`src/rtl/powlib_spram_arb_if.sv`:
```
// Sizing helper and the requester/response bundle for the arbitrated single-port RAM.
package powlib_spram_arb_pkg;

    // Bits needed to hold the value itself (8 -> 4), so an index port can also express D.
    function automatic int unsigned powlib_clogb2(input int unsigned value);
        int unsigned v;
        int unsigned n;
        v = value;
        n = 0;
        while (v > 0) begin
            n++;
            v = v >> 1;
        end
        return n;
    endfunction

endpackage

interface powlib_spram_arb_if #(
    parameter int unsigned W    = 16,
    parameter int unsigned NR   = 4,
    parameter int unsigned WIDX = 4
);
    logic [NR-1:0]      reqvld;
    logic [NR-1:0]      reqrdy;
    logic [NR-1:0]      reqwr;
    logic [NR-1:0]      reqlock;
    logic [NR*WIDX-1:0] reqidx;
    logic [NR*W-1:0]    reqdata;
    logic [NR-1:0]      rspvld;
    logic [W-1:0]       rspdata;

    modport master (
        output reqvld, reqwr, reqlock, reqidx, reqdata,
        input  reqrdy, rspvld, rspdata
    );

    modport slave (
        input  reqvld, reqwr, reqlock, reqidx, reqdata,
        output reqrdy, rspvld, rspdata
    );
endinterface

```
`src/rtl/powlib_spram_arb.sv`:
```
// Round-robin arbiter with bounded lock bursts in front of one single-port RAM
// (asynchronous read, write on the clock edge, registered read response).
module powlib_spram #(
    parameter int unsigned     W    = 16,
    parameter int unsigned     D    = 8,
    parameter int unsigned     WIDX = 4,
    parameter logic [W*D-1:0]  INIT = '0
) (
    input  logic            clk,
    input  logic            wr_i,
    input  logic [WIDX-1:0] idx_i,
    input  logic [W-1:0]    data_i,
    output logic [W-1:0]    rdata_c_o
);
    // Words are stored as the difference from INIT, so the all-zero power-up state reads back INIT.
    logic [W*D-1:0] mem_q;

    always_ff @(posedge clk) begin
        for (int j = 0; j < int'(D); j++) begin
            if (wr_i && idx_i == WIDX'(j)) mem_q[j*W +: W] <= data_i ^ INIT[j*W +: W];
        end
    end

    // Indices at or beyond D match no word and read as zero.
    always_comb begin
        rdata_c_o = '0;
        for (int j = 0; j < int'(D); j++) begin
            if (idx_i == WIDX'(j)) rdata_c_o = mem_q[j*W +: W] ^ INIT[j*W +: W];
        end
    end
endmodule

module powlib_spram_arb
    import powlib_spram_arb_pkg::*;
#(
    parameter int unsigned    W    = 16,
    parameter int unsigned    D    = 8,
    parameter int unsigned    WIDX = powlib_clogb2(D),
    parameter int unsigned    NR   = 4,
    parameter int unsigned    WNR  = powlib_clogb2(NR),
    parameter int unsigned    MAXB = 4,
    parameter logic [W*D-1:0] INIT = '0
) (
    input  logic               clk,
    input  logic               rst,
    powlib_spram_arb_if.slave  bus
);
    localparam int unsigned WBC = 8;

    typedef enum logic {ST_ARB, ST_LOCK} state_t;

    state_t          state_q, state_d;
    logic [WNR-1:0]  ptr_q, ptr_d, own_q, own_d;
    logic [WBC-1:0]  bc_q, bc_d, bc_eff;
    logic [NR-1:0]   rspvld_q, rspvld_d, rdy_c;
    logic [W-1:0]    rspdata_q, rspdata_d, mem_rdata;
    logic            own_vld, hold, found, xfer, sel_wr, sel_lock;
    logic [WNR-1:0]  g, base;
    logic [WIDX-1:0] sel_idx;
    logic [W-1:0]    sel_data;
    int              best;

    function automatic logic [WNR-1:0] nxt(input logic [WNR-1:0] p);
        return (p == WNR'(NR - 1)) ? '0 : p + WNR'(1);
    endfunction

    // Winner selection: a live lock owner first, else nearest valid requester at or after base.
    always_comb begin
        own_vld  = 1'b0;
        found    = 1'b0;
        g        = '0;
        best     = int'(NR);
        sel_idx  = '0;
        sel_data = '0;
        sel_wr   = 1'b0;
        sel_lock = 1'b0;
        rdy_c    = '0;
        for (int i = 0; i < int'(NR); i++) begin
            if (own_q == WNR'(i)) own_vld = bus.reqvld[i];
        end
        hold = (state_q == ST_LOCK) && own_vld;
        base = (state_q == ST_LOCK) ? nxt(own_q) : ptr_q;
        if (hold) begin
            found = 1'b1;
            g     = own_q;
        end else begin
            for (int i = 0; i < int'(NR); i++) begin
                if (bus.reqvld[i] && ((i - int'(base) + int'(NR)) % int'(NR)) < best) begin
                    best  = (i - int'(base) + int'(NR)) % int'(NR);
                    g     = WNR'(i);
                    found = 1'b1;
                end
            end
        end
        xfer = found && !rst;
        for (int i = 0; i < int'(NR); i++) begin
            if (g == WNR'(i)) begin
                sel_idx  = bus.reqidx[i*WIDX +: WIDX];
                sel_data = bus.reqdata[i*W +: W];
                sel_wr   = bus.reqwr[i];
                sel_lock = bus.reqlock[i];
                rdy_c[i] = xfer;
            end
        end
    end

    always_comb begin
        state_d   = state_q;
        ptr_d     = ptr_q;
        own_d     = own_q;
        bc_d      = bc_q;
        bc_eff    = hold ? bc_q : '0;
        rspvld_d  = '0;
        rspdata_d = rspdata_q;
        // Owner dropped its request: release and restart the rotation just past it.
        if (state_q == ST_LOCK && !hold) begin
            state_d = ST_ARB;
            ptr_d   = base;
            bc_d    = '0;
        end
        if (xfer) begin
            if (!sel_wr) begin
                rspvld_d  = rdy_c;
                rspdata_d = mem_rdata;
            end
            if (sel_lock && bc_eff < WBC'(MAXB - 1)) begin
                state_d = ST_LOCK;
                own_d   = g;
                bc_d    = bc_eff + WBC'(1);
            end else begin
                state_d = ST_ARB;
                bc_d    = '0;
                ptr_d   = nxt(g);
            end
        end
    end

    always_ff @(posedge clk) begin
        if (rst) begin
            state_q   <= ST_ARB;
            ptr_q     <= '0;
            own_q     <= '0;
            bc_q      <= '0;
            rspvld_q  <= '0;
            rspdata_q <= '0;
        end else begin
            state_q   <= state_d;
            ptr_q     <= ptr_d;
            own_q     <= own_d;
            bc_q      <= bc_d;
            rspvld_q  <= rspvld_d;
            rspdata_q <= rspdata_d;
        end
    end

    powlib_spram #(.W(W), .D(D), .WIDX(WIDX), .INIT(INIT)) u_mem (
        .clk       (clk),
        .wr_i      (xfer && sel_wr),
        .idx_i     (sel_idx),
        .data_i    (sel_data),
        .rdata_c_o (mem_rdata)
    );

    // A response in flight when reset arrives is suppressed for the reset cycle.
    assign bus.reqrdy  = rdy_c;
    assign bus.rspvld  = rst ? '0 : rspvld_q;
    assign bus.rspdata = rst ? '0 : rspdata_q;
endmodule

```
`src/flat_wrapper.sv`:
```
// flat-port wrapper written by rule: the top's interface ports become plain ports
module powlib_spram_arb_flat import powlib_spram_arb_pkg::*;
#(
    parameter int unsigned    W    = 16,
    parameter int unsigned    D    = 8,
    parameter int unsigned    WIDX = powlib_clogb2(D),
    parameter int unsigned    NR   = 4,
    parameter int unsigned    WNR  = powlib_clogb2(NR),
    parameter int unsigned    MAXB = 4,
    parameter logic [W*D-1:0] INIT = '0
)
  (clk, rst, bus_reqvld, bus_reqwr, bus_reqlock, bus_reqidx, bus_reqdata, bus_reqrdy, bus_rspvld, bus_rspdata);
  powlib_spram_arb_if #(.W(W), .NR(NR), .WIDX(WIDX)) bus_i ();
  input  logic clk;
  input  logic rst;
  input wire logic [$bits(bus_i.reqvld)-1:0] bus_reqvld;
  input wire logic [$bits(bus_i.reqwr)-1:0] bus_reqwr;
  input wire logic [$bits(bus_i.reqlock)-1:0] bus_reqlock;
  input wire logic [$bits(bus_i.reqidx)-1:0] bus_reqidx;
  input wire logic [$bits(bus_i.reqdata)-1:0] bus_reqdata;
  output wire logic [$bits(bus_i.reqrdy)-1:0] bus_reqrdy;
  output wire logic [$bits(bus_i.rspvld)-1:0] bus_rspvld;
  output wire logic [$bits(bus_i.rspdata)-1:0] bus_rspdata;
  assign bus_i.reqvld = bus_reqvld;
  assign bus_i.reqwr = bus_reqwr;
  assign bus_i.reqlock = bus_reqlock;
  assign bus_i.reqidx = bus_reqidx;
  assign bus_i.reqdata = bus_reqdata;
  assign bus_reqrdy = bus_i.reqrdy;
  assign bus_rspvld = bus_i.rspvld;
  assign bus_rspdata = bus_i.rspdata;
  powlib_spram_arb #(.W(W), .D(D), .WIDX(WIDX), .NR(NR), .WNR(WNR), .MAXB(MAXB), .INIT(INIT)) u_core (.clk(clk), .rst(rst), .bus(bus_i));
endmodule
```
`config.mk`:
```
export PLATFORM = sky130hd
export DESIGN_NAME = powlib_spram_arb_flat
export DESIGN_NICKNAME = d
export VERILOG_FILES = /design/src/rtl/powlib_spram_arb_if.sv /design/src/rtl/powlib_spram_arb.sv /design/src/flat_wrapper.sv
export SDC_FILE = /design/constraint.sdc
export NUM_CORES = 1
export LEC_CHECK = 0
export ABC_AREA = 1
export CAP_MARGIN = 20
export CORE_ASPECT_RATIO = 0.6
export CORE_MARGIN = 2
export CORE_UTILIZATION = 30
export DETAILED_ROUTE_END_ITERATION = 10
export PLACE_DENSITY = 0.56
export SLEW_MARGIN = 40
export SYNTH_ARGS = -nofsm -noshare
export SYNTH_HDL_FRONTEND = slang
export SYNTH_HIERARCHICAL = 1
export SYNTH_SLANG_ARGS = --single-unit
```
`constraint.sdc`:
```
create_clock -name clk -period 14.07 [get_ports clk]
set_clock_uncertainty 0.2 [all_clocks]
set_input_delay 1.407 -clock clk [delete_from_list [all_inputs] [get_ports clk]]
set_output_delay 1.407 -clock clk [all_outputs]
set_load 0.005 [all_outputs]
```
==> summary.log, run 1 <==
INFO  outcome        outcome=finished clean
INFO  global_route   grt_antenna_before_repair=0
INFO  placed_design  place.detailed.instances=1,278
INFO  cts            clk-insertion-delay-late=430ps
INFO  setup_path     critPathLaunch=bus_reqvld[0]
INFO  floorplan      chipWidth=212um
INFO  setup_path     critPathCaptureType=flip-flop
INFO  final_layout   final_util=39.3%
INFO  logic_synthesis synth-seq-area-share=58.5%
INFO  cts            cts.clk_slew.worst_paths=70ps
INFO  setup_path     critical_path_start_end_classification=in2reg
INFO  routing        post-route-drc-count=0
INFO  routing        avgRoutedWirePerCell=17.0um
INFO  setup_path     wp_data_arrival=8680ps
INFO  final_layout   nFillCells=2,524
INFO  floorplan      row_count=45
INFO  routing        antenna_violating_nets_post_route=0
INFO  sta            final_period_minus_worst_setup_slack=8750ps
INFO  cts            cts.path.max_buffers=2
INFO  cts            numClockSinks=163
INFO  sta            setup_total_negative_slack=0ps
INFO  sta            max_freq=114MHz
INFO  final_layout   final_cells=1,310
INFO  global_route   grt_util_all_layers=16.9%
INFO  setup_path     critical_path_peak_fanout=25
INFO  logic_synthesis synth.ff_latch_count=163
INFO  routing        via_count=6,241
INFO  cts            post_cts_resized=0
INFO  sta            timing.final.crit_share=62.2%
INFO  setup_path     worst_r2r_path_depth=42
INFO  setup_path     timing.critical_path.depth=38
INFO  logic_synthesis distinct_cells_synth=36
INFO  floorplan      design.die.area=27,300um2
INFO  global_route   number_of_global_route_vias_before_repair=5,725
INFO  setup_path     r2r-end=u_core/u_mem/mem_q[74]$_DFFE_PP_
INFO  logic_synthesis synthFlopType=edfxtp_1
INFO  routing        drt-vias-per-instance=4.76
INFO  floorplan      io-pin-count=118
INFO  sta            final-max-slew-violation-count=0
INFO  logic_synthesis multiplexer_fraction_of_the_synthesized_cell_area=0%
INFO  routing        drt_iter0_markers=667
INFO  final_layout   layout-area-overhead-vs-synth=28.4%
INFO  sta            setup_viol_count_final=0
INFO  logic_synthesis post_synth_and_or_nand_nor_area_fraction=23.6%
INFO  floorplan      initial_utilization=30.6%
INFO  logic_synthesis synth_enable_flop_cells=128
INFO  cts            post_cts_repair_setup_buffers=0
INFO  global_route   grt_first_pass_wirelength=34.3mm
INFO  placed_design  place.port_buffers=117
INFO  cts            ctsHtreeMaxLevel=4
INFO  setup_path     critical_path.endpoint=u_core/u_mem/mem_q[74]$_DFFE_PP_
INFO  final_layout   antenna-diode-count=0
INFO  setup_path     critical-path-top-delay-family=simple AND/OR/NAND/NOR gates
INFO  logic_synthesis synth_compound_area_share=7.81%
INFO  logic_synthesis async_reset_ff_share=0%
INFO  hold_path      worstHoldPathType=reg2reg
INFO  logic_synthesis synthXorXnorAreaFrac=0%
INFO  setup_path     timing.critical_path.buf_inv=11
INFO  setup_path     ff2ff_setup_slack=5570ps
INFO  cts            clock-root-buffer=clkbuf_16
INFO  floorplan      die_y=129um
INFO  setup_path     path_common_cell=nand2_1
INFO  sta            finalHoldViolCount=0
INFO  placed_design  place_congestion=0.892
INFO  final_layout   num-nets-final=1,058
INFO  setup_path     critical_path.startpoint_type=input port
INFO  sta            tightest_slew=780ps
INFO  logic_synthesis netlist_area=7770um2
INFO  global_route   grt_max_degree=62
INFO  routing        drt_pre_antenna_iters=5
INFO  sta            slew_headroom=47.6%
INFO  floorplan      core_area=25,400um2
INFO  placed_design  place_hpwl=16.0mm
INFO  setup_path     cpMaxStageDelayCell=nor2_1
INFO  logic_synthesis post_synth_inst_count=825
INFO  setup_path     worst_ep_required_time=14,000ps
INFO  logic_synthesis ys_warns=6
INFO  run            max-cap-violations=0
INFO  logic_synthesis synth_nets=938
INFO  logic_synthesis synthAdderAreaFrac=3.06%
INFO  sta            rsz_0062_raised_after_global_routing=false
INFO  cts            cts-hold-fix-buffers=0
INFO  routing        routed_wirelength=22.2mm
INFO  logic_synthesis synth_top_family_by_area=simple AND/OR/NAND/NOR gates
INFO  logic_synthesis syn_avg_cell_area=9.42um2
INFO  setup_path     slowest_delay=680ps
INFO  setup_path     worst_r2r_startpoint=u_core/own_q[0]$_SDFFE_PP0P_
INFO  cts            cts-buffers-inserted=17
INFO  cts            tritoncts_clock_tree=done
INFO  global_route   grt_remaining_overflow=0
INFO  final_layout   post_route_cells_drive_above_1_share=9.50%
[cell usage after synthesis (9+ instances only)]
cell	n	area share (%)
nand2_1	173	8.4
edfxtp_1	128	49
nand3_1	97	6.2
inv_1	83	4.0
nor2_1	66	3.2
o21ai_0	56	3.6
dfxtp_1	35	9.0
a21oi_1	32	2.1
nand4_1	32	2.6
clkbuf_1	19	0.92
ha_1	19	3.1
buf_2	10	0.64
nor3_1	10	0.64
inv_2	9	0.43
[metal layers]
| metal | vias up | wire length, um | global-route usage (%) |
|---|---|---|---|
| met4 | 0 | 250 | 3.77 |
| met2 | 250 | 8300 | 21.4 |
| met3 | 17 | 1540 | 3.59 |
| met1 | 2922 | 12200 | 28.2 |
| met5 | - | 0 | 0 |
| li1 | 3052 | - | - |
[stage by stage]
step | hold slack [ps] | setup WS, ps | area (um2)
after global placement | 247 | 5020 | 9370
after detailed placement | 252 | 4880 | 9380
after CTS | 264 | 5290 | 9980
final | 267 | 5320 | 9980
after global routing | 284 | 4560 | 9980
after floorplan | 234 | 5980 | 7770
[kinds of logic (layout without fill, tap and decap cells)]
logic type | Yosys count | after routing
and+or+nand+nor | 401 | 401
DFF | 163 | 163
buffers and inverters | 131 | 264
AOI/OAI and AO/OA | 111 | 111
adders and majority gates | 19 | 19
[sequential cells by signal, summed over array words and instances (netlist names)]
name,flops
u_core/state_q,1
u_core/own_q,3
u_core/ptr_q,3
u_core/rspdata_q,16
u_core/rspvld_q,4
u_core/u_mem/mem_q,128
u_core/bc_q,8
[tightest hold or removal path, cell delays in order (launching register included)]
cell     delay (ps)
dfxtp_1         320
nand4_1          80
inv_1            40
[how the worst min path moves through the flow]
stage / from / to / slack [ps] / depth (start not counted)
CTS: u_core/bc_q[2]$_SDFFE_PP0P_ / u_core/bc_q[2]$_SDFFE_PP0P_ / 260 / 2
detailed placement: u_core/bc_q[2]$_SDFFE_PP0P_ / u_core/bc_q[2]$_SDFFE_PP0P_ / 250 / 2
floorplan: u_core/bc_q[3]$_SDFFE_PP0P_ / u_core/bc_q[3]$_SDFFE_PP0P_ / 230 / 2
finish: u_core/bc_q[4]$_SDFFE_PP0P_ / u_core/bc_q[4]$_SDFFE_PP0P_ / 270 / 2
global route: u_core/bc_q[6]$_SDFFE_PP0P_ / u_core/bc_q[6]$_SDFFE_PP0P_ / 280 / 2
global placement: u_core/bc_q[2]$_SDFFE_PP0P_ / u_core/bc_q[2]$_SDFFE_PP0P_ / 250 / 2
[area by class of cell]
class	instances	area (um2)	area share (%)
clock buffers	17	425	4.26
clock inverters	15	173	1.73
inverters	92	345	3.46
multi-input cells	531	2710	27.1
flip-flops and latches	163	4540	45.5
well taps	352	440	4.41
repair buffers	140	1340	13.5
[placed cells by master, fill, tap and decap left out, types with 2 or more instances in the layout]
cell type,Yosys,final
buf_4,4,23
nand2_1,173,173
nor3_1,10,9
nor2_2,2,2
inv_8,0,2
ha_1,19,19
nand4_1,32,32
inv_6,0,4
inv_2,9,9
bufinv_16,0,2
o21ai_2,6,6
clkbuf_16,0,17
clkinv_4,0,4
nor2_1,66,65
edfxtp_1,128,128
o211ai_1,5,5
nand3_1,97,97
nand2_2,7,7
inv_1,83,83
nor2_4,5,6
or2_0,2,2
a21oi_1,32,32
clkdlybuf4s50_1,0,117
o21ai_0,56,45
o21ai_1,7,18
dfxtp_1,35,35
clkinvlp_4,0,2
Power of run 1 is left out: the tool's default activity adds up to more than one toggle a clock period on the data nets, which glitch-free logic cannot reach.
==> inputs of run 2 (changes only) <==
==> constraint.sdc (replaced) <==
create_clock -name clk -period 8.8 [get_ports clk]
set_clock_uncertainty 0.2 [all_clocks]
set_input_delay 0.88 -clock clk [delete_from_list [all_inputs] [get_ports clk]]
set_output_delay 0.88 -clock clk [all_outputs]
set_load 0.005 [all_outputs]
==> summary.log, run 2 (synthesized netlist as in run 1, its figures left out) <==
INFO  outcome        outcome=finished clean
INFO  routing        drt_pre_antenna_iters=5 [unchanged]
INFO  cts            post_cts_repair_setup_buffers=0 [unchanged]
INFO  setup_path     critical_path_peak_fanout=22 [-12%]
INFO  routing        avgRoutedWirePerCell=16.3um [-3.7%]
INFO  final_layout   registers.top_by_ff_count=u_core/u_mem/mem_q
INFO  setup_path     critPathCaptureType=flip-flop
INFO  setup_path     worst_r2r_path_depth=42 [unchanged]
INFO  setup_path     critical_path.startpoint_type=flip-flop
INFO  routing        antenna_violating_nets_post_route=0 [unchanged]
INFO  setup_path     ff2ff_setup_slack=1020ps [-4550 ps]
INFO  floorplan      row_count=45 [unchanged]
INFO  cts            cts-hold-fix-buffers=0 [unchanged]
INFO  routing        drt-vias-per-instance=4.70 [-1.4%]
INFO  final_layout   nFillCells=2,502 [-0.87%]
INFO  setup_path     path_common_cell=nand2_1
INFO  cts            cts.clk_slew.worst_paths=70ps [about the same]
INFO  final_layout   largest_register_ff_count=128 [unchanged]
INFO  sta            slew_headroom=49.1% [+1.5 points]
INFO  sta            tightest_slew=755ps [-25.0 ps]
INFO  routing        top_signal_layer_used=met4
INFO  floorplan      design.die.area=27,300um2 [unchanged]
INFO  global_route   grt_antenna_before_repair=0 [unchanged]
INFO  hold_path      whs_path_depth=2 [unchanged]
INFO  cts            clk-insertion-delay-late=420ps [about the same]
INFO  final_layout   most-common-layout-cells=nand2_1 (173), edfxtp_1 (128), clkdlybuf4s50_1 (117)
INFO  setup_path     worst_r2r_startpoint=u_core/own_q[0]$_SDFFE_PP0P_
INFO  placed_design  place.port_buffers=117 [unchanged]
INFO  routing        routed_metal_1_wirelength=11.6mm [-4.7%]
INFO  cts            post_cts_resized=0 [unchanged]
INFO  sta            max_freq=128MHz
INFO  routing        route.met3.wl=1.66mm [+7.4%]
INFO  global_route   grt_util_all_layers=16.3% [-0.57 points]
INFO  cts            cts-buffers-inserted=17 [unchanged]
INFO  final_layout   layout.cells.most_common=nand2_1
INFO  final_layout   antenna-diode-count=0 [unchanged]
INFO  cts            cts.path.max_buffers=2 [unchanged]
INFO  hold_path      worstHoldEndpoint=u_core/bc_q[3]$_SDFFE_PP0P_
INFO  hold_path      worstHoldStart=u_core/bc_q[3]$_SDFFE_PP0P_
INFO  global_route   grt_remaining_overflow=0 [unchanged]
INFO  placed_design  place_congestion=0.873 [-2.1%]
INFO  floorplan      core_area=25,400um2 [unchanged]
INFO  routing        via_count=6,167 [-1.2%]
INFO  final_layout   layout-area-overhead-vs-synth=28.2%
INFO  sta            setup_viol_count_final=0 [unchanged]
INFO  global_route   number_of_global_route_vias_before_repair=5,615 [-1.9%]
INFO  setup_path     worst_ep_required_time=8730ps [-5270 ps]
INFO  run            max-cap-violations=0 [unchanged]
INFO  floorplan      initial_utilization=30.6% [unchanged]
INFO  final_layout   layout.area.seq=4540um2 [unchanged]
INFO  final_layout   post_route_cells_drive_above_1_share=9.68% [+0.18 points]
INFO  setup_path     r2r-end=u_core/u_mem/mem_q[64]$_DFFE_PP_
INFO  hold_path      worstHoldPathType=reg2reg
INFO  cts            tritoncts_clock_tree=done
INFO  sta            finalHoldViolCount=0 [unchanged]
INFO  sta            final_period_minus_worst_setup_slack=7780ps
INFO  floorplan      io-pin-count=118 [unchanged]
INFO  global_route   grt_first_pass_wirelength=33.1mm [-3.4%]
INFO  sta            setup_total_negative_slack=0ps [unchanged]
INFO  sta            timing.final.crit_share=88.5%
INFO  placed_design  place_hpwl=15.5mm [-3.1%]
INFO  setup_path     cpMaxStageDelayCell=o21ai_0
INFO  routing        routed_wirelength=21.5mm [-3.5%]
INFO  final_layout   num-nets-final=1,061 [+0.28%]
INFO  routing        drt_iter0_markers=618 [-7.3%]
INFO  sta            rsz_0062_raised_after_global_routing=false
INFO  setup_path     wp_data_arrival=7710ps [-970 ps]
INFO  floorplan      chipWidth=212um [unchanged]
INFO  cts            ctsHtreeMaxLevel=4 [unchanged]
INFO  sta            final-max-slew-violation-count=0 [unchanged]
INFO  floorplan      die_y=129um [unchanged]
INFO  final_layout   multi_input_gate_area=2700um2 [-0.42%]
INFO  cts            clock-root-buffer=clkbuf_16
INFO  routing        wl_met2=8.10mm [-2.4%]
INFO  cts            numClockSinks=163 [unchanged]
INFO  sta            final.hold.worst_slack=258ps [-8.31 ps]
INFO  global_route   grt_max_degree=37 [-40%]
INFO  setup_path     critical_path_start_end_classification=reg2reg
INFO  routing        post-route-drc-count=0 [unchanged]
INFO  final_layout   reg.largest.list=u_core/u_mem/mem_q: 128 flops, u_core/rspdata_q: 16 flops, u_core/bc_q: 8 flops
INFO  setup_path     slowest_delay=620ps [-60 ps]
[run 2: cell types whose count changed in the layout (fill, tap and decap cells not counted), sizes merged]
| cell | delta |
|---|---|
| clkinvlp | +4 |
| bufinv | -1 |
| clkinv | -3 |
| buf | +3 |
[run 2: layout make-up]
type                            count  share of cell area, %
Tap cell                          352                   4.42
Clock buffer                       17                   4.27
Multi-Input combinational cell    531                   27.0
Sequential cell                   163                   45.6
Timing Repair Buffer              143                   13.7
Clock inverter                     15                   1.48
Inverter                           92                   3.47
[run 2: how the worst max path moves through the flow]
stage	startpoint	to	depth (start not counted)
3_5_place_dp	bus_reqvld[0]	u_core/u_mem/mem_q[13]$_DFFE_PP_	38
6_report	u_core/own_q[0]$_SDFFE_PP0P_	u_core/u_mem/mem_q[64]$_DFFE_PP_	42
5_1_grt	u_core/own_q[0]$_SDFFE_PP0P_	u_core/u_mem/mem_q[12]$_DFFE_PP_	42
4_1_cts	u_core/own_q[0]$_SDFFE_PP0P_	u_core/u_mem/mem_q[13]$_DFFE_PP_	42
2_1_floorplan	u_core/own_q[0]$_SDFFE_PP0P_	u_core/u_mem/mem_q[48]$_DFFE_PP_	40
3_3_place_gp	bus_reqvld[0]	u_core/u_mem/mem_q[9]$_DFFE_PP_	37
[run 2: metrics by stage]
step	instance area [um2]	setup slack [ps]	utilization, %	cells
finish	9960	1020	39.2	1313
floorplan	7770	1020	-	825
CTS	9960	1100	39.2	1313
detailed placement	9390	925	37.0	1281
global placement	9390	993	37.0	1281
global route	9960	78.9	39.2	1313
[run 2: worst max-delay path: cells and delay by family (launching register included)]
kind / cells / cell delay (ps)
fa+ha+maj: 6 / 1730
simple gates: 21 / 2470
buf+inv: 9 / 1040
compound gates: 6 / 1590
flops: 1 / 430
[run 2: routing by layer]
metal,up-vias,GRT usage [%]
met2,218,21.0
met4,0,3.85
met5,-,0
met1,2878,26.3
li1,3062,-
met3,9,4.30
Power of run 2 is left out for the same reason.
==> inputs of run 3 (changes only) <==
--- a/config.mk
+++ b/config.mk
@@ -8,10 +8,10 @@
 export ABC_AREA = 1
 export CAP_MARGIN = 20
 export CORE_ASPECT_RATIO = 0.6
-export CORE_MARGIN = 2
 export CORE_UTILIZATION = 30
 export DETAILED_ROUTE_END_ITERATION = 10
 export PLACE_DENSITY = 0.56
+export RECOVER_POWER = 100
 export SLEW_MARGIN = 40
 export SYNTH_ARGS = -nofsm -noshare
 export SYNTH_HDL_FRONTEND = slang
==> summary.log, run 3 (synthesized netlist as in run 1, its figures left out) <==
INFO  cts            ctsHtreeMaxLevel=4 [unchanged]
INFO  placed_design  place.port_buffers=117 [unchanged]
INFO  final_layout   registers.top_by_ff_count=u_core/u_mem/mem_q
INFO  sta            final.hold.worst_slack=261ps [+2.90 ps]
INFO  routing        drt-vias-per-instance=4.82 [+2.7%]
INFO  sta            setup_total_negative_slack=0ps [unchanged]
INFO  routing        antenna_violating_nets_post_route=0 [unchanged]
INFO  sta            slew_headroom=4.86% [-44 points]
INFO  routing        drt_iter0_markers=576 [-6.8%]
INFO  cts            cts-hold-fix-buffers=0 [unchanged]
INFO  cts            numClockSinks=163 [unchanged]
INFO  final_layout   layout.cells.most_common=nand2_1
INFO  setup_path     worst_r2r_path_depth=43 [+2.4%]
INFO  cts            cts.clk_slew.worst_paths=70ps [about the same]
INFO  routing        via_count=6,245 [+1.3%]
INFO  setup_path     wp_data_arrival=6970ps [-740 ps]
INFO  global_route   grt_util_all_layers=17.3% [+0.97 points]
INFO  cts            post_cts_resized=0 [unchanged]
INFO  floorplan      io-pin-count=118 [unchanged]
INFO  setup_path     cpMaxStageDelayCell=ha_1
INFO  final_layout   final_util=38.8% [-0.44 points]
INFO  placed_design  place_congestion=0.946 [+8.3%]
INFO  run            max-cap-violations=0 [unchanged]
INFO  final_layout   finish.instance_area=9830um2 [-1.3%]
INFO  floorplan      die_y=127um [-1.6%]
INFO  floorplan      chipWidth=210um [-0.94%]
INFO  global_route   grt_first_pass_wirelength=34.5mm [+4.2%]
INFO  cts            post_cts_repair_setup_buffers=0 [unchanged]
INFO  floorplan      core_area=25,300um2 [-0.22%]
INFO  global_route   grt_remaining_overflow=0 [unchanged]
INFO  placed_design  place_hpwl=16.5mm [+6.4%]
INFO  sta            setup_viol_count_final=0 [unchanged]
INFO  final_layout   layout-area-overhead-vs-synth=26.5%
INFO  sta            tightest_slew=1410ps [+657 ps]
INFO  sta            max_freq=124MHz [-3.3%]
INFO  setup_path     critPathCaptureType=output port
INFO  sta            final_period_minus_worst_setup_slack=8050ps [+268 ps]
INFO  final_layout   reg.largest.list=u_core/u_mem/mem_q: 128 flops, u_core/rspdata_q: 16 flops, u_core/bc_q: 8 flops
INFO  final_layout   most-common-layout-cells=nand2_1 (177), edfxtp_1 (128), nand3_1 (98)
INFO  cts            tritoncts_clock_tree=done
INFO  outcome        outcome=finished clean
INFO  setup_path     critical_path_peak_fanout=13 [-41%]
INFO  setup_path     slowest_delay=530ps [-90 ps]
INFO  final_layout   post_route_cells_drive_above_1_share=7.45% [-2.2 points]
INFO  floorplan      row_count=45 [unchanged]
INFO  routing        drt_pre_antenna_iters=5 [unchanged]
INFO  hold_path      worstHoldPathType=reg2reg
INFO  routing        routed_wirelength=22.4mm [+4.4%]
INFO  final_layout   largest_register_ff_count=128 [unchanged]
INFO  cts            clock-root-buffer=clkbuf_16
INFO  setup_path     ff2ff_setup_slack=800ps [-220 ps]
INFO  cts            cts-buffers-inserted=17 [unchanged]
INFO  floorplan      initial_utilization=30.7% [+0.068 points]
INFO  global_route   grt_max_degree=35 [-5.4%]
INFO  setup_path     worst_ep_required_time=7720ps [-1010 ps]
INFO  routing        post-route-drc-count=0 [unchanged]
INFO  cts            cts.path.max_buffers=2 [unchanged]
INFO  setup_path     path_common_cell=nand2_1
INFO  final_layout   antenna-diode-count=0 [unchanged]
INFO  routing        avgRoutedWirePerCell=17.3um [+5.8%]
INFO  sta            timing.final.crit_share=91.5% [+3.0 points]
INFO  hold_path      whs_path_depth=2 [unchanged]
INFO  sta            rsz_0062_raised_after_global_routing=false
INFO  placed_design  postPlaceCellArea=9410um2 [+0.16%]
INFO  final_layout   num-nets-final=1,066 [+0.47%]
INFO  sta            final-max-slew-violation-count=0 [unchanged]
INFO  global_route   number_of_global_route_vias_before_repair=5,908 [+5.2%]
INFO  sta            finalHoldViolCount=0 [unchanged]
INFO  setup_path     critical_path_start_end_classification=reg2out
INFO  setup_path     critical_path.startpoint_type=flip-flop
INFO  global_route   grt_antenna_before_repair=1 [+1]
INFO  cts            clk-insertion-delay-late=430ps [about the same]
INFO  floorplan      design.die.area=26,600um2 [-2.5%]
-- run 3: changes by cell type in the layout (fill, tap and decap cells not counted), sizes merged --
| cell | before | now |
|---|---|---|
| clkinvlp | 6 | 5 |
| inv | 98 | 96 |
| clkdlybuf4s50 | 117 | 97 |
| dlygate4sd3 | 0 | 20 |
| clkinv | 2 | 4 |
| buf | 26 | 11 |
| clkbuf | 17 | 38 |
-- run 3: final timing paths --
kind	to	startpoint
setup / recovery	bus_reqrdy[1]	u_core/own_q[0]$_SDFFE_PP0P_
hold / removal	u_core/bc_q[4]$_SDFFE_PP0P_	u_core/bc_q[4]$_SDFFE_PP0P_
setup reg to reg	u_core/u_mem/mem_q[66]$_DFFE_PP_	u_core/own_q[0]$_SDFFE_PP0P_
hold reg to reg	u_core/bc_q[4]$_SDFFE_PP0P_	u_core/bc_q[4]$_SDFFE_PP0P_
-- run 3: layout make-up --
class / instances / area, um2
clock inverter: 14 / 130
clock buffer: 18 / 429
multi-input combinational: 531 / 2640
fill: 2527 / 15500
tap: 329 / 412
sequential: 163 / 4540
timing repair buffer: 148 / 1340
inverter: 92 / 345
-- run 3: worst max-delay path: cells and delay by family, from the launching register on --
kind / cells / cell delay (ps)
adders and majority gates: 6 / 1980
buffers and inverters: 10 / 1720
and+or+nand+nor: 18 / 1660
AOI/OAI and AO/OA: 3 / 770
DFF: 1 / 400
-- run 3: metrics by stage --
stage / setup slack [ps] / cells
after floorplan: 1020 / 825
after global placement: 732 / 1263
after detailed placement: 746 / 1263
after CTS: 901 / 1295
after global routing: 29.6 / 1295
final: 748 / 1295
-- run 3: per-layer routing --
layer | share of wire, % | track usage (%) | up-vias
li1 | - | - | 3073
met1 | 53 | 27.7 | 2928
met2 | 38 | 22.2 | 228
met3 | 7.2 | 4.11 | 14
met4 | 0.77 | 4.59 | 2
met5 | 0.34 | 2.18 | -
Power of run 3 is left out for the same reason.
